$ cat src/rtl/spi_serializer_param.sv
// SPI transmit serializer: per-frame CPOL/CPHA and slave select, busy/done handshake.
// Optional MISO capture into rx_data when SPI_SER_MISO_EN is defined.
module spi_serializer_param #(
    parameter int DATA_W    = 32,
    parameter int FRAME_W   = 24,
    parameter int DIV       = 4,
    parameter int NUM_CS    = 1,
    parameter int CSW       = 1,
    parameter int MSB_FIRST = 1
) (
    input  logic               clk,
    input  logic               rst,
    input  logic [DATA_W-1:0]  Data_Register,
    input  logic               ld,
    input  logic [1:0]         mode,
    input  logic [CSW-1:0]     cs_sel,
`ifdef SPI_SER_MISO_EN
    input  logic               MISO,
    output logic [FRAME_W-1:0] rx_data,
`endif
    output logic               DataBit,
    output logic               SPI_clk,
    output logic [NUM_CS-1:0]  CS,
    output logic               busy,
    output logic               done
);

    localparam int CNT_W = (DIV > 1) ? $clog2(DIV) : 1;
    localparam int TOG_W = $clog2(2 * FRAME_W + 1);
    localparam logic [CNT_W-1:0] DIV_LOAD = CNT_W'(DIV - 1);
    localparam logic [TOG_W-1:0] TOG_LOAD = TOG_W'(2 * FRAME_W);

    typedef enum logic [1:0] {IDLE, SETUP, SHIFT, HOLD} state_t;

    state_t              state;
    state_t              state_nxt;
    logic                ld_q;
    logic [CNT_W-1:0]    div_cnt;
    logic [TOG_W-1:0]    tog_left;
    logic                cpol_q;
    logic                cpha_q;
    logic [FRAME_W-1:0]  sreg;
    logic [FRAME_W-1:0]  frame;
    logic [NUM_CS-1:0]   cs_dec;
    logic                start;
    logic                tick;
    logic                leading;
    logic                last_tog;
    logic                toggle_en;
    logic                present_en;
    logic                frame_end;
    logic                data_unused;

    function automatic logic head_bit(input logic [FRAME_W-1:0] v);
        return (MSB_FIRST != 0) ? v[FRAME_W-1] : v[0];
    endfunction

    function automatic logic [FRAME_W-1:0] advance(input logic [FRAME_W-1:0] v);
        return (MSB_FIRST != 0) ? (v << 1) : (v >> 1);
    endfunction

    assign frame       = Data_Register[FRAME_W-1:0];
    assign data_unused = ^Data_Register;
    assign start       = ld & ~ld_q & (state == IDLE);
    assign tick        = (state != IDLE) && (div_cnt == '0);
    // A toggle away from the idle level is a leading edge.
    assign leading     = (SPI_clk == cpol_q);
    assign last_tog    = (tog_left == TOG_W'(1));
    assign busy        = (state != IDLE);

    always_comb begin
        cs_dec = '1;
        for (int i = 0; i < NUM_CS; i++) begin
            if (cs_sel == CSW'(i)) cs_dec[i] = 1'b0;
        end
    end

    always_ff @(posedge clk) begin
        if (rst) state <= IDLE;
        else     state <= state_nxt;
    end

    always_comb begin
        state_nxt  = state;
        toggle_en  = 1'b0;
        present_en = 1'b0;
        frame_end  = 1'b0;
        unique case (state)
            IDLE:  if (start) state_nxt = SETUP;
            SETUP: if (tick) begin
                       state_nxt = SHIFT;
                       toggle_en = 1'b1;
                   end
            SHIFT: if (tick) begin
                       toggle_en = 1'b1;
                       if (last_tog) state_nxt = HOLD;
                   end
            HOLD:  if (tick) begin
                       state_nxt = IDLE;
                       frame_end = 1'b1;
                   end
        endcase
        // CPHA=0 preloads the first bit, so the final trailing edge has nothing left to present.
        if (toggle_en) present_en = cpha_q ? leading : (!leading && !last_tog);
    end

    always_ff @(posedge clk) begin
        if (rst) begin
            ld_q     <= 1'b0;
            cpol_q   <= 1'b0;
            cpha_q   <= 1'b0;
            div_cnt  <= '0;
            tog_left <= '0;
            sreg     <= '0;
            SPI_clk  <= 1'b0;
            DataBit  <= 1'b0;
            CS       <= '1;
            done     <= 1'b0;
        end else begin
            ld_q <= ld;
            done <= 1'b0;
            if (start) begin
                cpol_q   <= mode[1];
                cpha_q   <= mode[0];
                SPI_clk  <= mode[1];
                div_cnt  <= DIV_LOAD;
                tog_left <= TOG_LOAD;
                CS       <= cs_dec;
                if (!mode[0]) begin
                    DataBit <= head_bit(frame);
                    sreg    <= advance(frame);
                end else begin
                    sreg    <= frame;
                end
            end else if (state != IDLE) begin
                div_cnt <= tick ? DIV_LOAD : div_cnt - 1'b1;
                if (toggle_en) begin
                    SPI_clk  <= ~SPI_clk;
                    tog_left <= tog_left - 1'b1;
                end
                if (present_en) begin
                    DataBit <= head_bit(sreg);
                    sreg    <= advance(sreg);
                end
                if (frame_end) begin
                    CS   <= '1;
                    done <= 1'b1;
                end
            end
        end
    end

`ifdef SPI_SER_MISO_EN
    logic               sample_en;
    logic [FRAME_W-1:0] rx_sh;
    logic [FRAME_W-1:0] rx_nxt;

    assign sample_en = toggle_en & (cpha_q ? ~leading : leading);

    always_comb begin
        if (MSB_FIRST != 0) begin
            rx_nxt    = rx_sh << 1;
            rx_nxt[0] = MISO;
        end else begin
            rx_nxt            = rx_sh >> 1;
            rx_nxt[FRAME_W-1] = MISO;
        end
    end

    always_ff @(posedge clk) begin
        if (rst) begin
            rx_sh   <= '0;
            rx_data <= '0;
        end else begin
            if (sample_en) rx_sh <= rx_nxt;
            if (frame_end) rx_data <= rx_sh;
        end
    end
`endif

endmodule
$ cat config.mk
export PLATFORM = sky130hd
export DESIGN_NAME = spi_serializer_param
export DESIGN_NICKNAME = d
export VERILOG_FILES = /design/src/rtl/spi_serializer_param.sv
export SDC_FILE = /design/constraint.sdc
export NUM_CORES = 1
export LEC_CHECK = 0
export ABC_AREA = 0
export ABC_CLOCK_PERIOD_IN_PS = 4300
export CORE_MARGIN = 10
export CORE_UTILIZATION = 50
export DETAILED_ROUTE_END_ITERATION = 7
export PLACE_DENSITY = 0.76
export REMOVE_ABC_BUFFERS = 1
export SLEW_MARGIN = 0
export SYNTH_ARGS = -nofsm -noshare
export SYNTH_HDL_FRONTEND = slang
export SYNTH_SLANG_ARGS = --single-unit
$ cat constraint.sdc
create_clock -name clk -period 4.3 [get_ports clk]
set_clock_uncertainty 0.2 [all_clocks]
set_input_delay 0.645 -clock clk [delete_from_list [all_inputs] [get_ports clk]]
set_output_delay 0.645 -clock clk [all_outputs]
set_load 0.01 [all_outputs]
==> results of run 1 <==
-- area by class of cell --
class / instances / area (um^2)
clock buffer: 7 / 86.3
clock inverter: 1 / 30.0
fill: 414 / 1860
inverter: 9 / 33.8
multi-input combinational: 188 / 1500
sequential: 41 / 821
tap: 67 / 83.8
timing repair buffer: 39 / 373
-- worst reg2reg max path, delay by kind of cell, from the launching register on --
family	cells	cell delay [ns]
AO/OA/AOI/OAI	3	0.66
buffers and inverters	2	0.47
flip-flops	1	0.39
AND/OR/NAND/NOR	1	0.33
adder cells (fa/ha/maj)	1	0.32
-- metrics by stage --
step | total power [mW] | std cells | hold slack [ns]
3_3_place_gp | 1.08 | 344 | 0.254
3_5_place_dp | 1.09 | 344 | 0.260
6_report | 1.41 | 352 | 0.267
2_1_floorplan | 0.921 | 238 | 0.238
5_1_grt | 1.50 | 352 | 0.287
4_1_cts | 1.42 | 352 | 0.271
-- final timing paths --
check	startpoint	endpoint	slack, ns	depth (start not counted)
max	state[0]	busy	1.72	4
min	DataBit	DataBit	0.27	2
max reg2reg	state[0]	DataBit	1.83	7
min reg2reg	DataBit	DataBit	0.27	2
-- state kept, by name, summed over array words and instances (netlist names) --
name,cells
CS,1
DataBit,1
SPI_clk,1
cpha_q,1
cpol_q,1
div_cnt,2
done,1
ld_q,1
sreg,24
state,2
tog_left,6
-- layer usage --
layer | GRT usage (%) | wire length [um] | vias to the layer above
met1 | 15.3 | 2470 | 954
met3 | 3.57 | 255 | 9
met4 | 4.70 | 80 | 0
met5 | 0 | 0 | -
met2 | 21.2 | 2340 | 43
li1 | - | - | 1014
-- placed cells by master (no fill, tap or decap), types with 3 or more instances in the layout --
cell             instances
mux2i_1                 24
clkbuf_8                 6
clkdlybuf4s50_1         33
a21oi_2                 20
o21ai_0                  4
nand2_1                 32
nor2_1                   5
buf_4                    5
a21oi_1                  8
xor2_1                   4
nand3_1                 27
ha_1                     7
o221ai_2                20
dfxtp_1                 41
inv_1                    9
nor3_1                   5
o221ai_1                 3
-- power breakdown --
| part | switching [mW] | total [mW] | internal [mW] |
|---|---|---|---|
| logic | 0.330 | 0.570 | 0.240 |
| registers | 0.0589 | 0.512 | 0.453 |
| clock network | 0.136 | 0.325 | 0.189 |
| total | 0.525 | 1.41 | 0.882 |
-- cell families (layout without fill, tap and decap cells) --
group | count (synthesis) | in the layout
mux | 24 | 24
simple gates | 81 | 81
fa+ha+maj | 7 | 7
xor+xnor | 6 | 6
flops | 41 | 41
compound gates | 70 | 70
buf+inv | 32 | 56
==> results.cfg, run 1 <==
[outcome]
status = finished, final reports clean

[logic_synthesis]
syn_avg_cell_area_um2 = 9.60
synth_compound_area_share_pct = 28.1
ys_warn_count = 0
synthXorXnorAreaFrac_pct = 2.40
synth_top_family_by_area = compound AO/OA/AOI/OAI gates
synth_fa_ha_area_share_pct = 3.50
synth-seq-cells = 41
synthArstFlopShare_pct = 0
synth-edff-count = 0
ys_seq_area_share_pct = 32.8
post-synth-top-count-cell = dfxtp_1
netlist_area_um2 = 2500
muxShareOfSynthArea_pct = 9.59
synth_simple_gate_area_share_pct = 16.4
synthTopCellsByArea = dfxtp_1 33%, o221ai_2 12%, mux2i_1 9.6%, a21oi_2 7.0%, nand3_1 5.4%
ys_top_cells_by_count = 41 x dfxtp_1, 32 x nand2_1, 27 x nand3_1
synth_top_flop_cell = dfxtp_1
synth_top_area_share_pct = 32.8
ys_types = 48
netlist_instances = 261
synth_top_area_cell = dfxtp_1

[worst_hold_path]
min_path_type = register to register

[finish]
layout-drive-gt1-share_pct = 21.1
utilization_pct = 61.2
final_area_um2 = 2930
nets = 329
syn2layout_area_growth_pct = 16.9
antenna_cells = 0

[clock_network]
cts_resized = 0
path_clk_slew_ns = 0.08
cts_tree = built
post_cts_buffers = 0
htreeDepth = 2
cts_buffers = 5
clock_sinks = 41
postCtsHoldBufs = 0
clock_latency_ns = 0.29
cts-root-buf = clkbuf_8
clk_path_buf_depth = 2

[worst_setup_path]
slowest_delay_ns = 0.54
cp-end-kind = primary output
cp.required_ns = 3.45
critical_path_class = register to primary output
cp_slowest_cell = clkdlybuf4s50_1
path_max_fanout = 11
start_kind = register
crit_arrival_ns = 1.74
path_buf_inv = 3
cp_common_cell = inv_1
worstPathCellList = inv_1 > ha_1 > inv_1 > clkdlybuf4s50_1
crit_family = buffers and inverters

[flow_run]
cap_violations = 0

[timing]
final_max_slew_viol_count = 0
setup_ws_ns = 1.72
rsz0062_at_grt = no
setup_viol_count_final = 0
worst_slew_pin_slew_ns = 0.905
fmax_ghz = 0.387
slew_headroom_pct = 39.6
finalCritPeriodShare_pct = 60.1
min_period_ns = 2.58
hold_violations = 0
fin_setup_tns_ns = 0

[global_route]
grt_use_total_pct = 12.8
grt_pass1_wl_um = 9110
grt_pass1_vias = 2033
antenna_found_initial = 0
grt-ovfl-total = 0
grt_max_degree = 56

[floorplanning]
initial_core_util_pct = 52.3
die_width_um = 90.8
num_io_pins = 43
die_h_um = 90.8
dieArea_um2 = 8240
rows = 25
core_um2 = 4790

[route]
drt_wl_total_um = 5140
drtAntennaViolNets = 0
viasPerCell = 5.74
wire_per_inst_um = 14.6
vias = 2020
drtPass1Iterations = 4
initialDrtViolationCount = 79
drcViolationCount = 0

[pwr]
power_density_nw_per_um2 = 480
vdd_drop_max_mv = 0.211
p_leak_nw = 1.01

[place]
dpl_cell_area_um2 = 2810
port_buffers = 34
dpl.hpwl_um = 3530
gp_congestion = 0.769
pre_cts_ws_ns = 1.61
No activity file was read; power rests on OpenSTA's default activity.
==> inputs of run 2 (changes only) <==
Settings changed: ABC_CLOCK_PERIOD_IN_PS 4300 to 2120, CORE_UTILIZATION 50 to 48.
Clock period 4.3 ns to 2.12 ns, I/O delays scaled along.
==> run 2 against run 1 <==
Worst setup slack got worse by 1.6 ns. Clock power increased by 100%. Via count increased by 2.2%. Largest cell class unchanged.
==> results.cfg, run 2 (synthesis results as in run 1) <==
[timing]
rsz0062_at_grt = no
finalCritPeriodShare_pct = 93.8
min_period_ns = 1.99
worst_slew_pin_slew_ns = 0.516
setup_ws_ns = 0.132
setup_viol_count_final = 0
slew_headroom_pct = 65.6
fmax_ghz = 0.503
fin_setup_tns_ns = 0
hold_violations = 0
final_max_slew_viol_count = 0

[pwr]
seq_power_share_pct = 33.0
power_frac_comb_pct = 46.0
switching_share_pct = 36.2
p_switching_mw = 1.13
p_int_mw = 1.99
clockPowerShare_pct = 21.1
vdd_drop_max_mv = 0.459
power_density_nw_per_um2 = 981
p_leak_nw = 1.14

[global_route]
grt_max_degree = 33
grt_pass1_vias = 2064
groute.layer.met2.usage_pct = 21.3
grt_use_met1_pct = 15.9
grt_pass1_wl_um = 9510
antenna_found_initial = 0
top_usage_layer = met2
grt_use_total_pct = 13.1
grt-ovfl-total = 0
grt_use_met3_pct = 4.56

[place]
dp.cells = 364
gp_congestion = 0.814
port_buffers = 34
dpl.hpwl_um = 3930
pre_cts_ws_ns = 0.0496

[worst_setup_path]
cp-end-kind = register
start_kind = register
cp.required_ns = 2.15
crit_family = compound AO/OA/AOI/OAI gates
critical_path_class = register to register
crit_arrival_ns = 2.01
worstPathCellList = inv_1 > ha_4 > nand4bb_4 > a211oi_4 > buf_4 > clkbuf_16 > o221ai_2 > a21oi_2
path_buf_inv = 3
slowest_delay_ns = 0.34
cp_slowest_cell = dfxtp_1
path_max_fanout = 9

[outcome]
status = finished, final reports clean

[clock_network]
clock_sinks = 41
htreeDepth = 2
cts_tree = built
clk_path_buf_depth = 2
cts_buffers = 5
cts-root-buf = clkbuf_8
path_clk_slew_ns = 0.08
clock_latency_ns = 0.29

[finish]
largest-register = sreg
antenna_cells = 0
layout_commonest_cell = dfxtp_1
reg.largest.list = sreg x24, tog_left x6
layout-drive-gt1-share_pct = 26.6
final_cells = 374
final.fill_count = 429
nets = 348
final_cell_mix = 41 x dfxtp_1, 32 x nand2_1, 32 x clkdlybuf4s50_1, 27 x nand3_1, 24 x mux2i_1
largest_register_ffs = 24
syn2layout_area_growth_pct = 27.1

[route]
drtPass1Iterations = 4
drcViolationCount = 0
drtAntennaViolNets = 0
initialDrtViolationCount = 129
wire_per_inst_um = 15.0
viasPerCell = 5.52
vias = 2065
drt_wl_total_um = 5610

[floorplanning]
dieArea_um2 = 8510
num_io_pins = 43
core_um2 = 5070
rows = 26
initial_core_util_pct = 49.4
die_h_um = 92.2
die_width_um = 92.2

[flow_run]
cap_violations = 0

[worst_hold_path]
min_path_type = register to register
-- run 2: repair_timing --
action,in CTS,in global routing
setup endpoints to repair,1,25
pin swaps,0,2
buffers inserted,0,1
gates resized for setup,1,3
hold buffers,0,0
gates cloned,0,1
-- run 2: worst reg2reg max path, cell delays in order, from the launching register on --
cell and delay (ns):
dfxtp_1 0.34, inv_1 0.09, ha_4 0.31, nand4bb_4 0.13
a211oi_4 0.22, buf_4 0.19, clkbuf_16 0.18, o221ai_2 0.11
a21oi_2 0.15
-- run 2: through the flow --
step	hold slack (ns)	instance area, um^2	power [mW]	utilization [%]
finish	0.267	3180	3.12	62.7
global route	0.294	3180	3.33	62.7
CTS	0.270	3120	3.07	61.5
detailed placement	0.260	3010	2.41	59.2
global placement	0.254	3010	2.38	59.2
floorplan	0.180	2360	1.87	-
-- run 2: layout make-up --
| class | count | area (um^2) | area share (%) |
|---|---|---|---|
| Inverter | 9 | 33.8 | 1.06 |
| Sequential cell | 41 | 821 | 25.8 |
| Tap cell | 70 | 87.6 | 2.75 |
| Clock buffer | 7 | 86.3 | 2.71 |
| Timing Repair Buffer | 58 | 594 | 18.7 |
| Multi-Input combinational cell | 188 | 1530 | 48.1 |
| Clock inverter | 1 | 30.0 | 0.943 |
-- run 2: per-layer routing --
metal  wire length, um  up-vias  share of wire (%)
li1                  -     1055                  -
met1              2550      960                 45
met2              2690       43                 48
met3               308        7                5.5
met4                58        0                1.0
met5                 0        -                  0
-- run 2: path summary, 6_finish.rpt --
path | startpoint | end | slack, ns | cells past startpoint
max | state[0] | sreg[9] | 0.13 | 8
min | div_cnt[1] | div_cnt[1] | 0.27 | 2
max reg2reg | state[0] | sreg[9] | 0.13 | 8
min reg2reg | div_cnt[1] | div_cnt[1] | 0.27 | 2
-- run 2: power by group through the flow --
stage          Combinational, mW  Sequential [mW]  Clock [mW]
2_1_floorplan              0.830             1.04           0
3_3_place_gp                1.34             1.04           0
3_5_place_dp                1.37             1.04           0
4_1_cts                     1.36             1.03       0.671
5_1_grt                     1.58             1.05       0.697
6_report                    1.44             1.03       0.658
==> inputs of run 3 (changes only) <==
Settings changed: HOLD_SLACK_MARGIN set to 0.05.
==> results of run 3 <==
Same layout as run 2: the final DEF is identical, and so are final timing and power.
